$ cat config.mk
export PLATFORM = sky130hd
export DESIGN_NAME = voq_pri_req_gen
export DESIGN_NICKNAME = d
export VERILOG_FILES = /design/src/rtl/sched_pkg.sv /design/src/rtl/voq_occ_counter.sv /design/src/rtl/voq_pri_req_gen.sv
export SDC_FILE = /design/constraint.sdc
export NUM_CORES = 1
export LEC_CHECK = 0
export ABC_AREA = 1
export CORE_MARGIN = 4
export CORE_UTILIZATION = 40
export DETAILED_ROUTE_END_ITERATION = 16
export MAX_ROUTING_LAYER = met4
export PLACE_DENSITY_LB_ADDON = 0.25
export SLEW_MARGIN = 20
export SYNTH_ARGS = -nofsm -noshare
export SYNTH_HDL_FRONTEND = slang
export SYNTH_SLANG_ARGS = --single-unit
$ cat constraint.sdc
create_clock -name clk -period 12.5 [get_ports clk]
set_input_delay 1.875 -clock clk [delete_from_list [all_inputs] [get_ports clk]]
set_output_delay 1.875 -clock clk [all_outputs]
set_load 0.005 [all_outputs]
$ cat src/rtl/sched_pkg.sv
// sched_pkg: shared defaults, FSM states and the occupancy-to-priority
// mapping used by the pSLIP request stage.
package sched_pkg;

  localparam int N_DEF       = 4;
  localparam int P_DEF       = 16;
  localparam int DEPTH_DEF   = 64;
  localparam int SHIFT_DEF   = 2;
  localparam int TIMEOUT_DEF = 64;
  localparam int PW          = $clog2(P_DEF);

  typedef enum logic [2:0] {
    IDLE,
    SNAP,
    WAIT_BUSY,
    WAIT_DONE,
    COMMIT
  } state_t;

  // Zero means no request; otherwise one level per 2**shift cells,
  // saturating at the top level.
  function automatic logic [PW-1:0] pri_encode(
    input int occ,
    input int shift = SHIFT_DEF,
    input int pmax  = P_DEF
  );
    int lvl;
    if (occ <= 0) return '0;
    lvl = ((occ - 1) >> shift) + 1;
    if (lvl > pmax - 1) lvl = pmax - 1;
    return PW'(lvl);
  endfunction

endpackage

$ cat src/rtl/voq_occ_counter.sv
// voq_occ_counter: one saturating VOQ occupancy counter.
// A same-cycle arrival and retire cancel, even when the queue is full.
module voq_occ_counter
  import sched_pkg::*;
#(
  parameter int DEPTH = DEPTH_DEF,
  parameter int W     = $clog2(DEPTH + 1)
) (
  input  logic         clk,
  input  logic         reset,
  input  logic         inc,
  input  logic         dec,
  output logic [W-1:0] occ,
  output logic         full
);

  assign full = (occ == W'(DEPTH));

  always_ff @(posedge clk or posedge reset) begin
    if (reset) begin
      occ <= '0;
    end else if (inc && !dec && !full) begin
      occ <= occ + W'(1);
    end else if (dec && !inc && occ != '0) begin
      occ <= occ - W'(1);
    end
  end

endmodule

$ cat src/rtl/voq_pri_req_gen.sv
// voq_pri_req_gen: VOQ occupancy tracking, per-slot priority snapshot
// and start/ready sequencing for the pSLIP scheduler.
module voq_pri_req_gen
  import sched_pkg::*;
#(
  parameter int N       = N_DEF,
  parameter int P       = P_DEF,
  parameter int DEPTH   = DEPTH_DEF,
  parameter int SHIFT   = SHIFT_DEF,
  parameter int TIMEOUT = TIMEOUT_DEF
) (
  input  logic                         clk,
  input  logic                         reset,
  input  logic [N-1:0]                 arr_valid,
  input  logic [N-1:0][$clog2(N)-1:0]  arr_dst,
  input  logic                         slot_start,
  input  logic [N-1:0][N-1:0]          decision,
  input  logic                         decision_ready,
  output logic [$clog2(P)-1:0]         pri_req_out [0:N-1][0:N-1],
  output logic                         sched_start,
  output logic [N-1:0][N-1:0]          xbar_cfg,
  output logic                         xbar_valid,
  output logic [N-1:0]                 drop,
  output logic                         busy,
  output logic                         proto_err
);

  localparam int DW  = $clog2(N);
  localparam int PRW = $clog2(P);
  localparam int OW  = $clog2(DEPTH + 1);
  localparam int TW  = $clog2(TIMEOUT + 1);

  state_t              state, state_nx;
  logic [TW-1:0]       tcnt;
  logic [OW-1:0]       occ [N][N];
  logic [N-1:0][N-1:0] inc, dec, full;
  logic [PRW-1:0]      pri_nx [N][N];
  logic [N-1:0]        col;
  logic                in_wait, timeout, snap, accept;
  logic                err, commit_err;

  assign in_wait = (state == WAIT_BUSY) || (state == WAIT_DONE);
  assign timeout = in_wait && (tcnt == TW'(TIMEOUT - 1));
  assign snap    = (state == IDLE) && slot_start;
  assign accept  = (state == WAIT_DONE) && decision_ready && !timeout;
  assign busy    = (state != IDLE);

  // Retire uses the decision captured on the ready edge, not the live bus.
  always_comb begin
    inc = '0;
    dec = '0;
    for (int i = 0; i < N; i++) begin
      for (int j = 0; j < N; j++) begin
        inc[i][j] = arr_valid[i] && (arr_dst[i] == DW'(j));
        dec[i][j] = (state == COMMIT) && xbar_cfg[i][j]
                    && (occ[i][j] != '0);
      end
    end
  end

  for (genvar gi = 0; gi < N; gi++) begin : g_row
    for (genvar gj = 0; gj < N; gj++) begin : g_col
      voq_occ_counter #(
        .DEPTH (DEPTH),
        .W     (OW)
      ) u_cnt (
        .clk   (clk),
        .reset (reset),
        .inc   (inc[gi][gj]),
        .dec   (dec[gi][gj]),
        .occ   (occ[gi][gj]),
        .full  (full[gi][gj])
      );
    end
  end

  // Snapshot includes arrivals landing on the same edge as slot_start.
  always_comb begin
    for (int i = 0; i < N; i++) begin
      for (int j = 0; j < N; j++) begin
        pri_nx[i][j] = PRW'(pri_encode(
          int'(occ[i][j]) + int'(inc[i][j] && !full[i][j]),
          SHIFT, P));
      end
    end
  end

  always_comb begin
    err = 1'b0;
    col = '0;
    for (int i = 0; i < N; i++) begin
      if ($countones(xbar_cfg[i]) > 1) err = 1'b1;
    end
    for (int j = 0; j < N; j++) begin
      for (int i = 0; i < N; i++) col[i] = xbar_cfg[i][j];
      if ($countones(col) > 1) err = 1'b1;
    end
    for (int i = 0; i < N; i++) begin
      for (int j = 0; j < N; j++) begin
        if (xbar_cfg[i][j] && occ[i][j] == '0) err = 1'b1;
      end
    end
    commit_err = (state == COMMIT) && err;
  end

  always_comb begin
    state_nx = state;
    unique case (state)
      IDLE:      if (slot_start) state_nx = SNAP;
      SNAP:      state_nx = WAIT_BUSY;
      WAIT_BUSY: begin
        if (timeout)             state_nx = IDLE;
        else if (!decision_ready) state_nx = WAIT_DONE;
      end
      WAIT_DONE: begin
        if (timeout)             state_nx = IDLE;
        else if (decision_ready) state_nx = COMMIT;
      end
      COMMIT:    state_nx = IDLE;
      default:   state_nx = IDLE;
    endcase
  end

  always_ff @(posedge clk or posedge reset) begin
    if (reset) begin
      state       <= IDLE;
      tcnt        <= '0;
      sched_start <= 1'b0;
      xbar_valid  <= 1'b0;
      xbar_cfg    <= '0;
      drop        <= '0;
      proto_err   <= 1'b0;
      for (int i = 0; i < N; i++) begin
        for (int j = 0; j < N; j++) pri_req_out[i][j] <= '0;
      end
    end else begin
      state       <= state_nx;
      tcnt        <= in_wait ? tcnt + TW'(1) : '0;
      sched_start <= snap;
      xbar_valid  <= accept;
      if (accept) xbar_cfg <= decision;
      proto_err   <= proto_err | timeout | commit_err;
      for (int i = 0; i < N; i++) begin
        drop[i] <= arr_valid[i] && full[i][arr_dst[i]]
                   && !dec[i][arr_dst[i]];
      end
      for (int i = 0; i < N; i++) begin
        for (int j = 0; j < N; j++) begin
          if (snap) pri_req_out[i][j] <= pri_nx[i][j];
          else if (state == COMMIT || timeout) pri_req_out[i][j] <= '0;
        end
      end
    end
  end

endmodule

Yosys cells after proc, flatten, opt, wreduce, memory -nomap -nowiden. Cells that the tools add are included.

Eq/ne operators: 36. Reductions and logical operators: 268. Bitwise logic cells: 2. Muxes and demuxes: 160. Order comparisons: 44. Add/subtract/negate cells: 105.

Operator list (count): 30-bit by 1-bit adder with 31-bit output (second input constant) (16); 31-bit by 4-bit greater-than comparator with 1-bit output (second input constant) (16); 4-bit 2-to-1 mux (65); 7-bit 2-to-1 mux (33); 1-bit logical AND (157); 8-bit by 1-bit subtractor with 9-bit output (second input constant) (16); 7-bit by 1-bit adder with 8-bit output (16); 8-bit by 1-bit <= comparator with 1-bit output (second input constant) (16); 7-bit by 1-bit adder with 7-bit output (second input constant) (17); 7-bit equality test (second input constant) (16); 7-bit logical NOT (16); 7-bit nonzero test (16); 7-bit by 1-bit subtractor with 7-bit output (second input constant) (16); 1-bit logical NOT (53); 1-bit 2-to-1 mux (48); 2-bit nonzero test (17); 1-bit by 1-bit adder with 2-bit output (16); 2-bit by 2-bit adder with 3-bit output (8); 3-bit by 1-bit greater-than comparator with 1-bit output (second input constant) (8); 1-bit binary-select mux with 2-bit select (8); 2-bit equality test (second input constant) (8); 3-bit 2-to-1 mux (5); 2-bit by 3-bit less-than comparator with 1-bit output (second input constant) (4); 3-bit case mux with 4 select lines (1); other kinds (13) (23).

Flip-flop bits (word level): 209. Bits of input ports: 32. Output and inout port bits: 88. Word-level logic and storage cells: 657.

Longest topological paths before layout.
Depth in word-level cells: 29. Gate-level depth with buffers: 30. Depth with buffers taken out: 30.

Cells and area by module. A second synthesis with hierarchy kept.

Cell total of the unflattened synthesis: 4048. Area total of the unflattened synthesis: 25745.9 µm².

By module, submodules not included: voq_pri_req_gen (times used 1, seq. area each 2427.3 µm², area each 15896.5 µm², cells an instance 2704); voq_occ_counter (times used 16, seq. area each 175.2 µm², area each 615.6 µm², cells an instance 84).

Worst setup path after synthesis. No wires, ideal clock.

Kind: input -> register. From: input port arr_dst[2] in the netlist's numbering. To: register pri_req_out[44] in the netlist's numbering. Setup time: 0.117 ns. Arrival: 5.184 ns. Slack: 7.199 ns. Stages on the path: 28. Required time: 12.383 ns. Path buffers: 1. Cell sequence: clkbuf_1 > nor2_1 > nand2_1 > nor2_1 > ha_1 > ha_1 > nor2_1 > inv_1 > nor2_4 > inv_1 > nand2_1 > nand2_1 > inv_1 > ha_1 > nand3_1 > nor2_1 > nand2_1 > ha_1 > or2_2 > nor3_1 > and3_1 > nand2_1 > nor2_1 > nand3_1 > a21oi_2 > nand3_1 > nand2_1 > nand2_1.

Cells in the longest elaborated chain, start to end: 10. Elaborated cells on any way between the ends: 12. Classes of those cells: add/sub (3); order compare (2); mux (4); reduce/logical (3).

RTL lines: start: declaration (line voq_pri_req_gen.sv:15) `input logic [N-1:0][$clog2(N)-1:0] arr_dst,`; 2-bit logical NOT (*) (line voq_pri_req_gen.sv:54) `inc[i][j] = arr_valid[i] && (arr_dst[i] == DW'(j));`; 1-bit logical AND (*) (line voq_pri_req_gen.sv:54); 1-bit logical AND (*) (line voq_pri_req_gen.sv:82) `int'(occ[i][j]) + int'(inc[i][j] && !full[i][j]),`; 7-bit by 1-bit adder with 8-bit output (*) (line voq_pri_req_gen.sv:82); 8-bit by 1-bit subtractor with 9-bit output (line sched_pkg.sv:29) `lvl = ((occ - 1) >> shift) + 1;`; 30-bit by 1-bit adder with 31-bit output (line sched_pkg.sv:29); 31-bit by 4-bit greater-than comparator with 1-bit output (line sched_pkg.sv:30) `if (lvl > pmax - 1) lvl = pmax - 1;`; 4-bit 2-to-1 mux (line sched_pkg.sv:30); 4-bit 2-to-1 mux (*) (line sched_pkg.sv:29); 4-bit 2-to-1 mux (*) (line voq_pri_req_gen.sv:149) `if (snap) pri_req_out[i][j] <= pri_nx[i][j];`; end signal: indexed assignment (line voq_pri_req_gen.sv:149); end: declaration (line voq_pri_req_gen.sv:19) `output logic [$clog2(P)-1:0] pri_req_out [0:N-1][0:N-1],`.

Mark *: on every way between the ends. The rest lies on a longest branch, timed or not. A chain may end at the register's enable or synchronous reset.

Final worst setup path.
From: input port arr_dst[5] in the netlist's numbering. To: register pri_req_out[26] in the netlist's numbering.

Cells in the longest elaborated chain, start to end: 10. Elaborated cells on any way between the ends: 12. Classes of those cells: add/sub (3); order compare (2); eq/ne (1); mux (4); reduce/logical (2).

RTL lines (line): 2-bit by 1-bit equality test with 1-bit output (*) (voq_pri_req_gen.sv:54); 1-bit logical AND (*) (voq_pri_req_gen.sv:54); 1-bit logical AND (*) (voq_pri_req_gen.sv:82); 7-bit by 1-bit adder with 8-bit output (*) (voq_pri_req_gen.sv:82); 8-bit by 1-bit subtractor with 9-bit output (sched_pkg.sv:29); 30-bit by 1-bit adder with 31-bit output (sched_pkg.sv:29); 31-bit by 4-bit greater-than comparator with 1-bit output (sched_pkg.sv:30); 4-bit 2-to-1 mux (sched_pkg.sv:30); 4-bit 2-to-1 mux (*) (sched_pkg.sv:29); 4-bit 2-to-1 mux (*) (voq_pri_req_gen.sv:149).

Marked as above.

==> reports/summary.log <==
qor: sta.finalMaxSlewViolations 0
qor: status.run_status complete, no violations
qor: synth.netlist_area 0.0233 mm^2
qor: clocking.tritoncts yes
qor: final_layout.area_delta_synth_final 13.1%
qor: final_layout.final_layout_size_suffix_gt1_share 7.50%
qor: final_layout.combined_flip_flop_and_latch_cell_area 0.00523 mm^2
qor: clocking.clockRootBuffer sky130_fd_sc_hd__clkbuf_16
qor: die.core.rowCount 88
qor: clocking.clkSinkCount 209
qor: global_routing.grtUsageTotal 18.0%
qor: synth.post_synthesis_async_set_or_reset_flop_share 100%
qor: synth.synthesized_area_divided_by_synthesized_cell_count 6.67 um^2
qor: die.fp.dieArea 0.0621 mm^2
qor: worst_setup_path.setup.worst_path.class in -> reg
qor: routing.wl_per_cell 12.5 um
qor: final_layout.fillers 5965
qor: sta.finalHoldViolations 0
qor: worst_setup_path.worst_path_max_delay_cell sky130_fd_sc_hd__clkdlybuf4s50_1
qor: sta.timing.final.crit_period 5.89 ns
qor: worst_setup_path.timing.rr.start g_row[2].g_col[1].u_cnt.occ[1]
qor: worst_setup_path.cp_data_required_time 12.95 ns
qor: synth.yosys.cell_types.count 59
qor: final_layout.layout.cell_area.non_filler 0.0263 mm^2
qor: global_routing.largest_net_degree_at_the_start_of_global_routing 84
qor: routing.detail-route-antenna-nets 0
qor: worst_setup_path.setup.reg_to_reg.worst_slack 7.80 ns
qor: synth.yosysTopAreaCell sky130_fd_sc_hd__dfrtp_1
qor: worst_setup_path.worstPathBufferInverterCount 6
qor: worst_setup_path.cp_top_family simple AND/OR/NAND/NOR gates
qor: sta.final_period_util 47.1%
qor: job.maxCapViolCount 0
qor: synth.synth_fp_nets 3818
qor: routing.wl 55000 um
qor: synth.ys.warnings.count 0
qor: die.floorplan.core_area 0.0576 mm^2
qor: clocking.h-tree-depth 1
qor: final_layout.layout.cells.most_common sky130_fd_sc_hd__nand2_1
qor: routing.num_vias 21282
qor: synth.edff_count_synth 0
qor: worst_setup_path.critical_path.max_fanout 14
qor: worst_setup_path.timing.critical_path.depth 26
qor: global_routing.via_count_of_the_first_global_routing_pass 20001
qor: worst_setup_path.worst_r2r_path_depth 25
qor: die.design.portCount 120
qor: sta.grt_setup_unrepaired no
qor: routing.drc_errors 0
qor: global_routing.grt_first_pass_wirelength 94500 um
qor: die.initial_core_util 40.4%
qor: place.dp.final_hpwl 42600 um
qor: worst_setup_path.r2r_end pri_req_out[26]
qor: worst_setup_path.setup.worst_path.end pri_req_out[26]
qor: synth.synth_seq_cells 209
qor: min_path.hold_path_class reg -> reg
qor: final_layout.multiInputGateArea 0.0161 mm^2
qor: synth.synth-main-ff-cell sky130_fd_sc_hd__dfrtp_1
qor: power_and_ir_drop.power_per_cell_area 256 mW/mm^2
qor: clocking.cts_buffers 29
qor: place.port-buffer-count 119
qor: sta.skew 0.0146 ns
qor: die.die_y 249 um
qor: worst_setup_path.worst-endpoint-arrival 6.35 ns
qor: worst_setup_path.cp_common_cell sky130_fd_sc_hd__inv_1
qor: sta.timing.slew.headroom 38.6%
qor: synth.yosysSeqAreaShare 22.5%
qor: worst_setup_path.setup.worst_path.start arr_dst[5]
qor: clocking.post_cts.repair.setup_buffers 0
qor: worst_setup_path.slowest_delay 0.55 ns
qor: sta.setup_viol 0
qor: clocking.clock_latency 0.57 ns
qor: place.detailedPlace.worstSlack 6.15 ns
qor: worst_setup_path.cp-start-kind primary input
qor: sta.worst_pin_slew 0.919 ns
qor: sta.max_freq 0.170 GHz
qor: synth.synth_top_area_share 22.5%
qor: routing.drt_iter0_markers 1087
qor: clocking.clkSlewWorstSetupHoldPaths 0.06 ns
qor: global_routing.antenna_found_initial 4
qor: final_layout.top_library_cells_by_usage_in_the_layout_fill_and_taps_aside sky130_fd_sc_hd__nand2_1, sky130_fd_sc_hd__inv_1, sky130_fd_sc_hd__nand3_1
qor: worst_setup_path.endpoint_kind flip-flop
qor: die.chipWidth 249 um
qor: synth.syn-instance-count 3489
qor: place.dpl_cell_area 0.0253 mm^2
qor: place.gpl.final_weighted_congestion 0.867
qor: clocking.cts_hold_repair.buffers 0
qor: power_and_ir_drop.irDropWorstVdd 0.132 mV
qor: sta.fin_setup_tns 0 ns
qor: power_and_ir_drop.leakagePower 13.3 nW
qor: clocking.max-clock-path-buffers 3
qor: synth.ranking_of_synthesized_cells_by_area sky130_fd_sc_hd__dfrtp_1, sky130_fd_sc_hd__nand2_1, sky130_fd_sc_hd__ha_1, sky130_fd_sc_hd__inv_1, sky130_fd_sc_hd__nand3_1
qor: final_layout.postLayoutCoreUtil 45.7%
qor: sta.final.setup.worst_slack 6.61 ns
qor: routing.post_detailed_route_via_to_cell_ratio 4.83
qor: clocking.post_cts_repair_resize_count 0
qor: global_routing.grt.overflow.total 0
qor: final_layout.nets 3949
qor: routing.dr.pass1.iters 5
## how the worst min path moves through the flow
stage,start,slack [ns],endpoint,depth (start not counted)
after CTS,tcnt[0],0.46,tcnt[0],1
after detailed placement,tcnt[0],0.45,tcnt[0],1
final,tcnt[0],0.45,tcnt[0],1
after global routing,tcnt[0],0.49,tcnt[0],1
after floorplan,tcnt[0],0.43,tcnt[0],1
after global placement,tcnt[0],0.45,tcnt[0],1
## cell type report
cell class	count	area share, %
tap	765	3.64
timing repair buffer	124	4.67
antenna	4	0.0380
clock buffer	38	3.00
multi-input combinational	2764	61.0
inverter	492	7.07
sequential	209	19.9
clock inverter	14	0.675
## worst register-to-register path: cells and delay by family, from the launching register on
kind          cells  cell delay, ns
flops             1            0.49
simple gates     18            2.95
buf+inv           4            0.33
fa+ha+maj         3            0.84
## metal layers
metal  vias to the layer above  wire (um)  track usage (%)
li1                      11546          -                -
met1                      9445      27800             24.7
met2                       244      24100             28.8
met3                        47       2390             2.92
met4                         0        723             2.45
met5                         -          0                -
## sequential cells by signal (all words and copies together), names as in the netlist
name                   flops
g_row.g_col.u_cnt.occ    112
pri_req_out               64
xbar_cfg                  16
tcnt                       7
drop                       4
state                      3
proto_err                  1
sched_start                1
xbar_valid                 1
## logic make-up (layout without fill, tap and decap cells)
logic type / Yosys count / in the layout / synth area share (%)
buffers and inverters: 516 / 668 / 8.52
DFF: 209 / 209 / 22.5
and+or+nand+nor: 2084 / 2084 / 40.7
adders and majority gates: 297 / 297 / 16.8
AOI/OAI and AO/OA: 236 / 236 / 5.44
xor gates and xnor gates: 123 / 123 / 4.91
muxes: 24 / 24 / 1.15
other: 0 / 4 / 0
## power breakdown
part	total [mW]	internal, mW	switching [mW]	leakage (nW)
Combinational	4.44	1.77	2.67	10.3
Sequential	1.44	1.01	0.433	2.52
Clock	0.862	0.523	0.339	0.470
Total	6.75	3.31	3.44	13.3
## stage by stage
step / std cells / hold slack (ns) / power (mW)
2_1_floorplan: 3489 / 0.433 / 4.78
3_3_place_gp: 4354 / 0.448 / 5.87
3_5_place_dp: 4354 / 0.450 / 5.89
4_1_cts: 4406 / 0.457 / 6.82
5_1_grt: 4410 / 0.489 / 7.60
6_report: 4410 / 0.452 / 6.75
## synthesized netlist by cell type, types with 3 or more instances
| library cell | count |
|---|---|
| sky130_fd_sc_hd__inv_1 | 462 |
| sky130_fd_sc_hd__o21ai_0 | 89 |
| sky130_fd_sc_hd__nand4_1 | 73 |
| sky130_fd_sc_hd__ha_1 | 273 |
| sky130_fd_sc_hd__mux2i_1 | 3 |
| sky130_fd_sc_hd__nand2_2 | 38 |
| sky130_fd_sc_hd__nand3_1 | 342 |
| sky130_fd_sc_hd__o21ai_2 | 3 |
| sky130_fd_sc_hd__fa_1 | 24 |
| sky130_fd_sc_hd__nor2_2 | 36 |
| sky130_fd_sc_hd__or2_2 | 10 |
| sky130_fd_sc_hd__xor2_2 | 6 |
| sky130_fd_sc_hd__xor2_1 | 95 |
| sky130_fd_sc_hd__buf_4 | 3 |
| sky130_fd_sc_hd__nor2_4 | 30 |
| sky130_fd_sc_hd__buf_2 | 10 |
| sky130_fd_sc_hd__and3_1 | 7 |
| sky130_fd_sc_hd__xnor2_1 | 21 |
| sky130_fd_sc_hd__nor3_1 | 75 |
| sky130_fd_sc_hd__dfrtp_1 | 209 |
| sky130_fd_sc_hd__mux2_2 | 19 |
| sky130_fd_sc_hd__inv_2 | 28 |
| sky130_fd_sc_hd__a21oi_2 | 5 |
| sky130_fd_sc_hd__nand3b_1 | 18 |
| sky130_fd_sc_hd__nand2_1 | 1058 |
| sky130_fd_sc_hd__o21ai_1 | 18 |
| sky130_fd_sc_hd__nor4_1 | 18 |
| sky130_fd_sc_hd__nor3b_1 | 5 |
| sky130_fd_sc_hd__o21bai_1 | 6 |
| sky130_fd_sc_hd__a21oi_1 | 101 |
| sky130_fd_sc_hd__clkbuf_1 | 9 |
| sky130_fd_sc_hd__nor3_2 | 7 |
| sky130_fd_sc_hd__nand3_2 | 25 |
| sky130_fd_sc_hd__and2_1 | 16 |
| sky130_fd_sc_hd__nor2_1 | 312 |
| sky130_fd_sc_hd__a211oi_1 | 4 |
Note: power is estimated with default switching activity, not from simulation.
